==> config.mk <==
export PLATFORM = sky130hd
export DESIGN_NAME = hall_sequence_generator
export DESIGN_NICKNAME = d
export VERILOG_FILES = /design/src/rtl/hall_sequence_generator_pkg.sv /design/src/rtl/hall_sequence_generator.sv
export SDC_FILE = /design/constraint.sdc
export NUM_CORES = 1
export LEC_CHECK = 0
export CORE_ASPECT_RATIO = 0.7
export CORE_UTILIZATION = 35
export DETAILED_ROUTE_END_ITERATION = 10
export GPL_ROUTABILITY_DRIVEN = 0
export SYNTH_ARGS = -nofsm -noshare
export SYNTH_HDL_FRONTEND = slang
export SYNTH_SLANG_ARGS = --single-unit
==> constraint.sdc <==
create_clock -name clk -period 8.3 [get_ports clk]
set_input_delay 1.245 -clock clk [delete_from_list [all_inputs] [get_ports clk]]
set_output_delay 1.245 -clock clk [all_outputs]
set_load 0.005 [all_outputs]
==> src/rtl/hall_sequence_generator_pkg.sv <==
// Shared BLDC types: Hall codes, rotation direction and the sector helpers that the
// Hall sequence generator and the Hall decoding encoder both use.
package hall_sequence_generator_pkg;

    // Hall code bit order is {A, B, C}
    typedef enum logic [2:0] {
        HALL_INVALID = 3'b000,
        HALL_C       = 3'b001,
        HALL_B       = 3'b010,
        HALL_BC      = 3'b011,
        HALL_A       = 3'b100,
        HALL_AC      = 3'b101,
        HALL_AB      = 3'b110
    } hall_states_t;

    typedef enum logic [1:0] {
        DIR_NONE = 2'b00,
        DIR_CW   = 2'b01,
        DIR_CCW  = 2'b10
    } rotation_direction_t;

    typedef enum logic {
        StIdle,
        StRun
    } gen_state_t;

    function automatic hall_states_t sector_to_hall(input logic [2:0] sec);
        hall_states_t hall;
        case (sec)
            3'd0:    hall = HALL_AC;
            3'd1:    hall = HALL_A;
            3'd2:    hall = HALL_AB;
            3'd3:    hall = HALL_B;
            3'd4:    hall = HALL_BC;
            3'd5:    hall = HALL_C;
            default: hall = HALL_INVALID;
        endcase
        return hall;
    endfunction

    function automatic logic [2:0] sector_step(input logic [2:0] sec,
                                               input rotation_direction_t dir);
        logic [2:0] next;
        case (dir)
            DIR_CW:  next = (sec >= 3'd5) ? 3'd0 : sec + 3'd1;
            DIR_CCW: next = (sec == 3'd0 || sec > 3'd5) ? 3'd5 : sec - 3'd1;
            default: next = sec;
        endcase
        return next;
    endfunction

endpackage

==> src/rtl/hall_sequence_generator.sv <==
// Six-step Hall sequence emulator with a valid/ready command port and a one-entry shadow
// applied only at step boundaries. Optional HALL_SEQ_FAULT_INJECT_EN adds fault_inject.
module hall_sequence_generator
    import hall_sequence_generator_pkg::*;
#(
    parameter int unsigned clk_freq_hz   = 27_000_000,
    parameter int unsigned counter_width = 32,
    parameter int unsigned min_period    = 2,
    parameter int unsigned init_sector   = 0
) (
    input  logic                       clk,
    input  logic                       reset_n,
`ifdef HALL_SEQ_FAULT_INJECT_EN
    input  logic                       fault_inject,
`endif
    input  logic                       cmd_valid,
    output logic                       cmd_ready,
    input  rotation_direction_t        cmd_direction,
    input  logic [counter_width-1:0]   cmd_period,
    output hall_states_t               hall_values,
    output logic [2:0]                 sector,
    output logic                       step_pulse,
    output logic [counter_width-1:0]   position,
    output logic                       running
);

    localparam logic [counter_width-1:0] One        = counter_width'(1);
    localparam logic [counter_width-1:0] MinPeriod  = counter_width'(min_period);
    localparam logic [2:0]               InitSector = 3'(init_sector);

    if (init_sector > 5 || min_period < 1 || clk_freq_hz == 0) begin : gen_param_check
        $error("hall_sequence_generator: invalid parameter set");
    end

    gen_state_t                 state_q, state_d;
    rotation_direction_t        dir_q, dir_d, shadow_dir_q, shadow_dir_d, step_dir;
    logic [counter_width-1:0]   period_q, period_d, shadow_period_q, shadow_period_d;
    logic [counter_width-1:0]   timer_q, timer_d, position_q, position_d, eff_period;
    logic                       shadow_valid_q, shadow_valid_d;
    logic [2:0]                 sector_q, sector_d;
    hall_states_t               hall_q, hall_d;
    logic                       step_q, step_d;
    logic                       cmd_accept, freeze;

`ifdef HALL_SEQ_FAULT_INJECT_EN
    assign freeze = fault_inject;
`else
    assign freeze = 1'b0;
`endif

    assign cmd_ready  = !shadow_valid_q;
    assign cmd_accept = cmd_valid && cmd_ready;
    assign eff_period = (cmd_period < MinPeriod) ? MinPeriod : cmd_period;

    always_comb begin
        state_d         = state_q;
        dir_d           = dir_q;
        period_d        = period_q;
        timer_d         = timer_q;
        shadow_valid_d  = shadow_valid_q;
        shadow_dir_d    = shadow_dir_q;
        shadow_period_d = shadow_period_q;
        sector_d        = sector_q;
        position_d      = position_q;
        step_d          = 1'b0;
        step_dir        = dir_q;

        case (state_q)
            StIdle: begin
                // Start commands bypass the shadow; DIR_NONE while idle is dropped.
                if (cmd_accept && (cmd_direction == DIR_CW || cmd_direction == DIR_CCW)) begin
                    dir_d    = cmd_direction;
                    period_d = eff_period;
                    timer_d  = '0;
                    state_d  = StRun;
                end
            end
            StRun: begin
                if (cmd_accept) begin
                    shadow_valid_d  = 1'b1;
                    shadow_dir_d    = cmd_direction;
                    shadow_period_d = eff_period;
                end
                if (!freeze) begin
                    if (timer_q == period_q - One) begin
                        timer_d = '0;
                        // The shadow is promoted before the step so a reversal or stop
                        // takes effect on this very boundary.
                        if (shadow_valid_q) begin
                            step_dir       = shadow_dir_q;
                            dir_d          = shadow_dir_q;
                            period_d       = shadow_period_q;
                            shadow_valid_d = 1'b0;
                        end
                        if (step_dir == DIR_CW || step_dir == DIR_CCW) begin
                            sector_d   = sector_step(sector_q, step_dir);
                            position_d = (step_dir == DIR_CW) ? position_q + One
                                                              : position_q - One;
                            step_d     = 1'b1;
                        end else begin
                            state_d = StIdle;
                        end
                    end else begin
                        timer_d = timer_q + One;
                    end
                end
            end
            default: state_d = StIdle;
        endcase

`ifdef HALL_SEQ_FAULT_INJECT_EN
        hall_d = freeze ? HALL_INVALID : sector_to_hall(sector_d);
`else
        hall_d = sector_to_hall(sector_d);
`endif
    end

    always_ff @(posedge clk or negedge reset_n) begin
        if (!reset_n) begin
            state_q         <= StIdle;
            dir_q           <= DIR_NONE;
            period_q        <= MinPeriod;
            timer_q         <= '0;
            shadow_valid_q  <= 1'b0;
            shadow_dir_q    <= DIR_NONE;
            shadow_period_q <= MinPeriod;
            sector_q        <= InitSector;
            position_q      <= '0;
            hall_q          <= sector_to_hall(InitSector);
            step_q          <= 1'b0;
        end else begin
            state_q         <= state_d;
            dir_q           <= dir_d;
            period_q        <= period_d;
            timer_q         <= timer_d;
            shadow_valid_q  <= shadow_valid_d;
            shadow_dir_q    <= shadow_dir_d;
            shadow_period_q <= shadow_period_d;
            sector_q        <= sector_d;
            position_q      <= position_d;
            hall_q          <= hall_d;
            step_q          <= step_d;
        end
    end

    assign hall_values = hall_q;
    assign sector      = sector_q;
    assign step_pulse  = step_q;
    assign position    = position_q;
    assign running     = (state_q == StRun);

endmodule

==> results.json <==
{
  "synthFlopType": "dfrtp_1",
  "end_kind": "flip-flop",
  "start_util_pct": 35.8,
  "yosysUniqueCellTypes": 72,
  "io_pins": 78,
  "grt_pass1_wl_um": 37500,
  "crit_top_cell": "a21oi_1",
  "synth_common_cells": "dfrtp_1 (137), nand2_1 (78), o21ai_0 (77)",
  "synth_most_common_cell": "dfrtp_1",
  "hold_viol_final": 0,
  "rows": 49,
  "synth_seq_area_share_pct": 38.1,
  "die-width_um": 197,
  "die_h_um": 138,
  "ys_async_sr_fraction_pct": 100,
  "via_count": 7408,
  "drv_slew": 0,
  "drive_gt1_share_pct": 13.1,
  "wl_um": 23000,
  "n_fill_cell": 2526,
  "setup_violations": 0,
  "fin_util_pct": 42.4,
  "cts_inserted_buffers": 17,
  "cts_tree": "yes",
  "period_needed_ps": 4370,
  "grt_overflow": 0,
  "pre_cts_ws_ps": 4000,
  "hold_slack_ps": 480,
  "tns_ps": 0,
  "hpwl_um": 16800,
  "yosys.area_share.simple_pct": 17.4,
  "slowest_stage": "fa_1",
  "synth.largest_area_cell": "dfrtp_1",
  "status": "finished, final reports clean",
  "cts_sinks": 141,
  "io_buffers": 77,
  "synth-compound-area-share_pct": 14.9,
  "synth_fp_nets": 1038,
  "slew_headroom_pct": 22.9,
  "critPathArrivalTime_ps": 4680,
  "synth_top_area_share_pct": 37.0,
  "syn_avg_cell_area_sq_um": 9.64,
  "remaining_drc_errors": 0,
  "synthAdderAreaFrac_pct": 5.35,
  "drt_iter0_drc": 463,
  "power_w": 0.00206,
  "finalCritPeriodShare_pct": 52.6,
  "setup_ws_ps": 3930,
  "grt_max_degree": 73,
  "synth_area_sq_um": 9270,
  "seq_area_sq_um": 3530,
  "yosysWarnings": 0,
  "cp_slowest_stage_delay_ps": 460,
  "synth_edf_count": 0,
  "n_antenna_cell": 0,
  "areaGrowthSynthToFinish_pct": 18.4,
  "power_density_nw_per_um2": 187,
  "rsz0062_at_grt": "no",
  "synthCells": 962,
  "synth_seq_cells": 141,
  "worstSkewPairLatency_ps": 430,
  "multi_input_area_sq_um": 5470,
  "die_area_sq_um": 27100,
  "nets": 1096,
  "synth-xor-area-share_pct": 7.56,
  "antenna_found_initial": 0,
  "synth.area.top_cells": "dfrtp_1 (37%), mux2_2 (8.9%), ha_1 (5.1%)",
  "core_sq_um": 25900,
  "viasPerCell": 5.33,
  "vdd_drop_max_mv": 0.148,
  "p_leak_nw": 4.89,
  "grt_pass1_vias": 6892,
  "cts_resized": 0,
  "worstMarginPinSlew_ps": 1150,
  "drtPass1Iterations": 5,
  "critical_path_required_ps": 8610,
  "cts_hold_buffers": 0,
  "cts_root_buf": "clkbuf_16",
  "synthMuxAreaShare_pct": 13.7,
  "path_class": "flip-flop to flip-flop",
  "worstPathMaxFanout": 31,
  "drv_cap": 0,
  "clock_path_buffers": 2,
  "fin_skew_ps": 18.5,
  "drtAntennaViolNets": 0,
  "start_kind": "flip-flop",
  "post-cts-setup-buffers": 0,
  "wire_per_inst_um": 16.6,
  "path_cells": "mux2i_1 -> ha_1 -> inv_1 -> buf_4 -> fa_1 -> a21oi_1 -> o21bai_1 -> a221oi_1 -> o21a_1 -> o221ai_1 -> and4_1 -> o21ai_0 -> a21oi_1 -> xor2_1 -> mux2_2",
  "hold_class": "flip-flop to flip-flop",
  "max_freq_mhz": 229,
  "grt_util_all_layers_pct": 17.5,
  "htree_num_levels": 4,
  "path_clk_slew_ps": 70,
  "synth_top_family_by_area": "simple AND/OR/NAND/NOR gates"
}
## registers in the layout, indices dropped and copies added (netlist names)
register and flops:
sector 3, dir_q 2, shadow_period_q 32, running 1, period_q 32, timer_q 32
step_pulse 1, position 32, shadow_dir_q 2, hall_values 3, shadow_valid_q 1
## critical path: cells and delay by family, from the launching register on
family	cells	cell delay, ps
compound gates	7	1640
fa+ha+maj	2	830
mux	2	590
flops	1	450
buf+inv	2	330
simple gates	1	260
xor+xnor	1	160
## path summary, 6_finish.rpt
check / startpoint / depth (start not counted) / slack, ps / to
setup / recovery: shadow_valid_q / 15 / 3930 / position[30]
hold / removal: shadow_period_q[1] / 2 / 480 / shadow_period_q[1]
setup reg to reg: shadow_valid_q / 15 / 3930 / position[30]
hold reg to reg: shadow_period_q[1] / 2 / 480 / shadow_period_q[1]
max in group asynchronous: reset_n / 2 / 6080 / shadow_period_q[22]
min in group asynchronous: reset_n / 1 / 840 / position[24]
## through the flow
step | instances | cell area [sq um]
floorplan | 962 | 9270
global placement | 1358 | 10400
detailed placement | 1358 | 10400
CTS | 1390 | 11000
global route | 1390 | 11000
finish | 1390 | 11000
## routing by layer
| metal | up-vias | GRT usage [%] | wire length (um) |
|---|---|---|---|
| met4 | 0 | 3.82 | 177 |
| met2 | 158 | 23.8 | 9120 |
| met5 | - | 0 | 0 |
| met1 | 3598 | 27.3 | 12600 |
| met3 | 12 | 4.17 | 1140 |
| li1 | 3640 | - | - |
## cell usage in the layout (no fill, tap or decap), types with 5 or more instances in the layout
cell type,count
dfrtp_1,136
nand2_1,78
o21ai_0,77
clkdlybuf4s50_1,76
mux2_2,73
nor2_1,61
xor2_1,41
a21oi_1,40
xnor2_1,39
ha_1,38
nand3_1,27
mux2_1,26
inv_1,25
nor4_1,23
a21o_1,23
and3_1,21
clkbuf_16,17
nor3_1,16
mux2i_1,14
nand4_1,13
nand2b_1,12
a31oi_1,12
o31ai_1,9
nor2b_1,9
clkinv_8,8
or3_1,7
o21a_1,6
o21bai_1,6
nand3b_1,5
o211ai_1,5
and4_1,5
buf_4,5
## cells by family (layout without fill, tap and decap cells)
group                    count (synthesis)  after routing
XOR/XNOR                                80             80
flip-flops                             141            141
AND/OR/NAND/NOR                        303            303
AO/OA/AOI/OAI                          217            217
buffers and inverters                   68            139
multiplexers                           114            114
adder cells (fa/ha/maj)                 39             39
## area by class of cell
class	instances	share of cell area, %
Tap cell	357	4.07
Clock buffer	17	3.88
Multi-Input combinational cell	753	49.8
Clock inverter	15	1.79
Inverter	25	0.855
Timing Repair Buffer	82	7.37
Sequential cell	141	32.2
## report_power, final
part / leakage [nW] / internal [W] / switching (W) / total, W
Clock: 0.299 / 0.000410 / 0.000365 / 0.000775
Sequential: 1.88 / 0.000750 / 0.000134 / 0.000884
Combinational: 2.72 / 0.000191 / 0.000205 / 0.000397
Note: power is estimated with default switching activity, not from simulation.
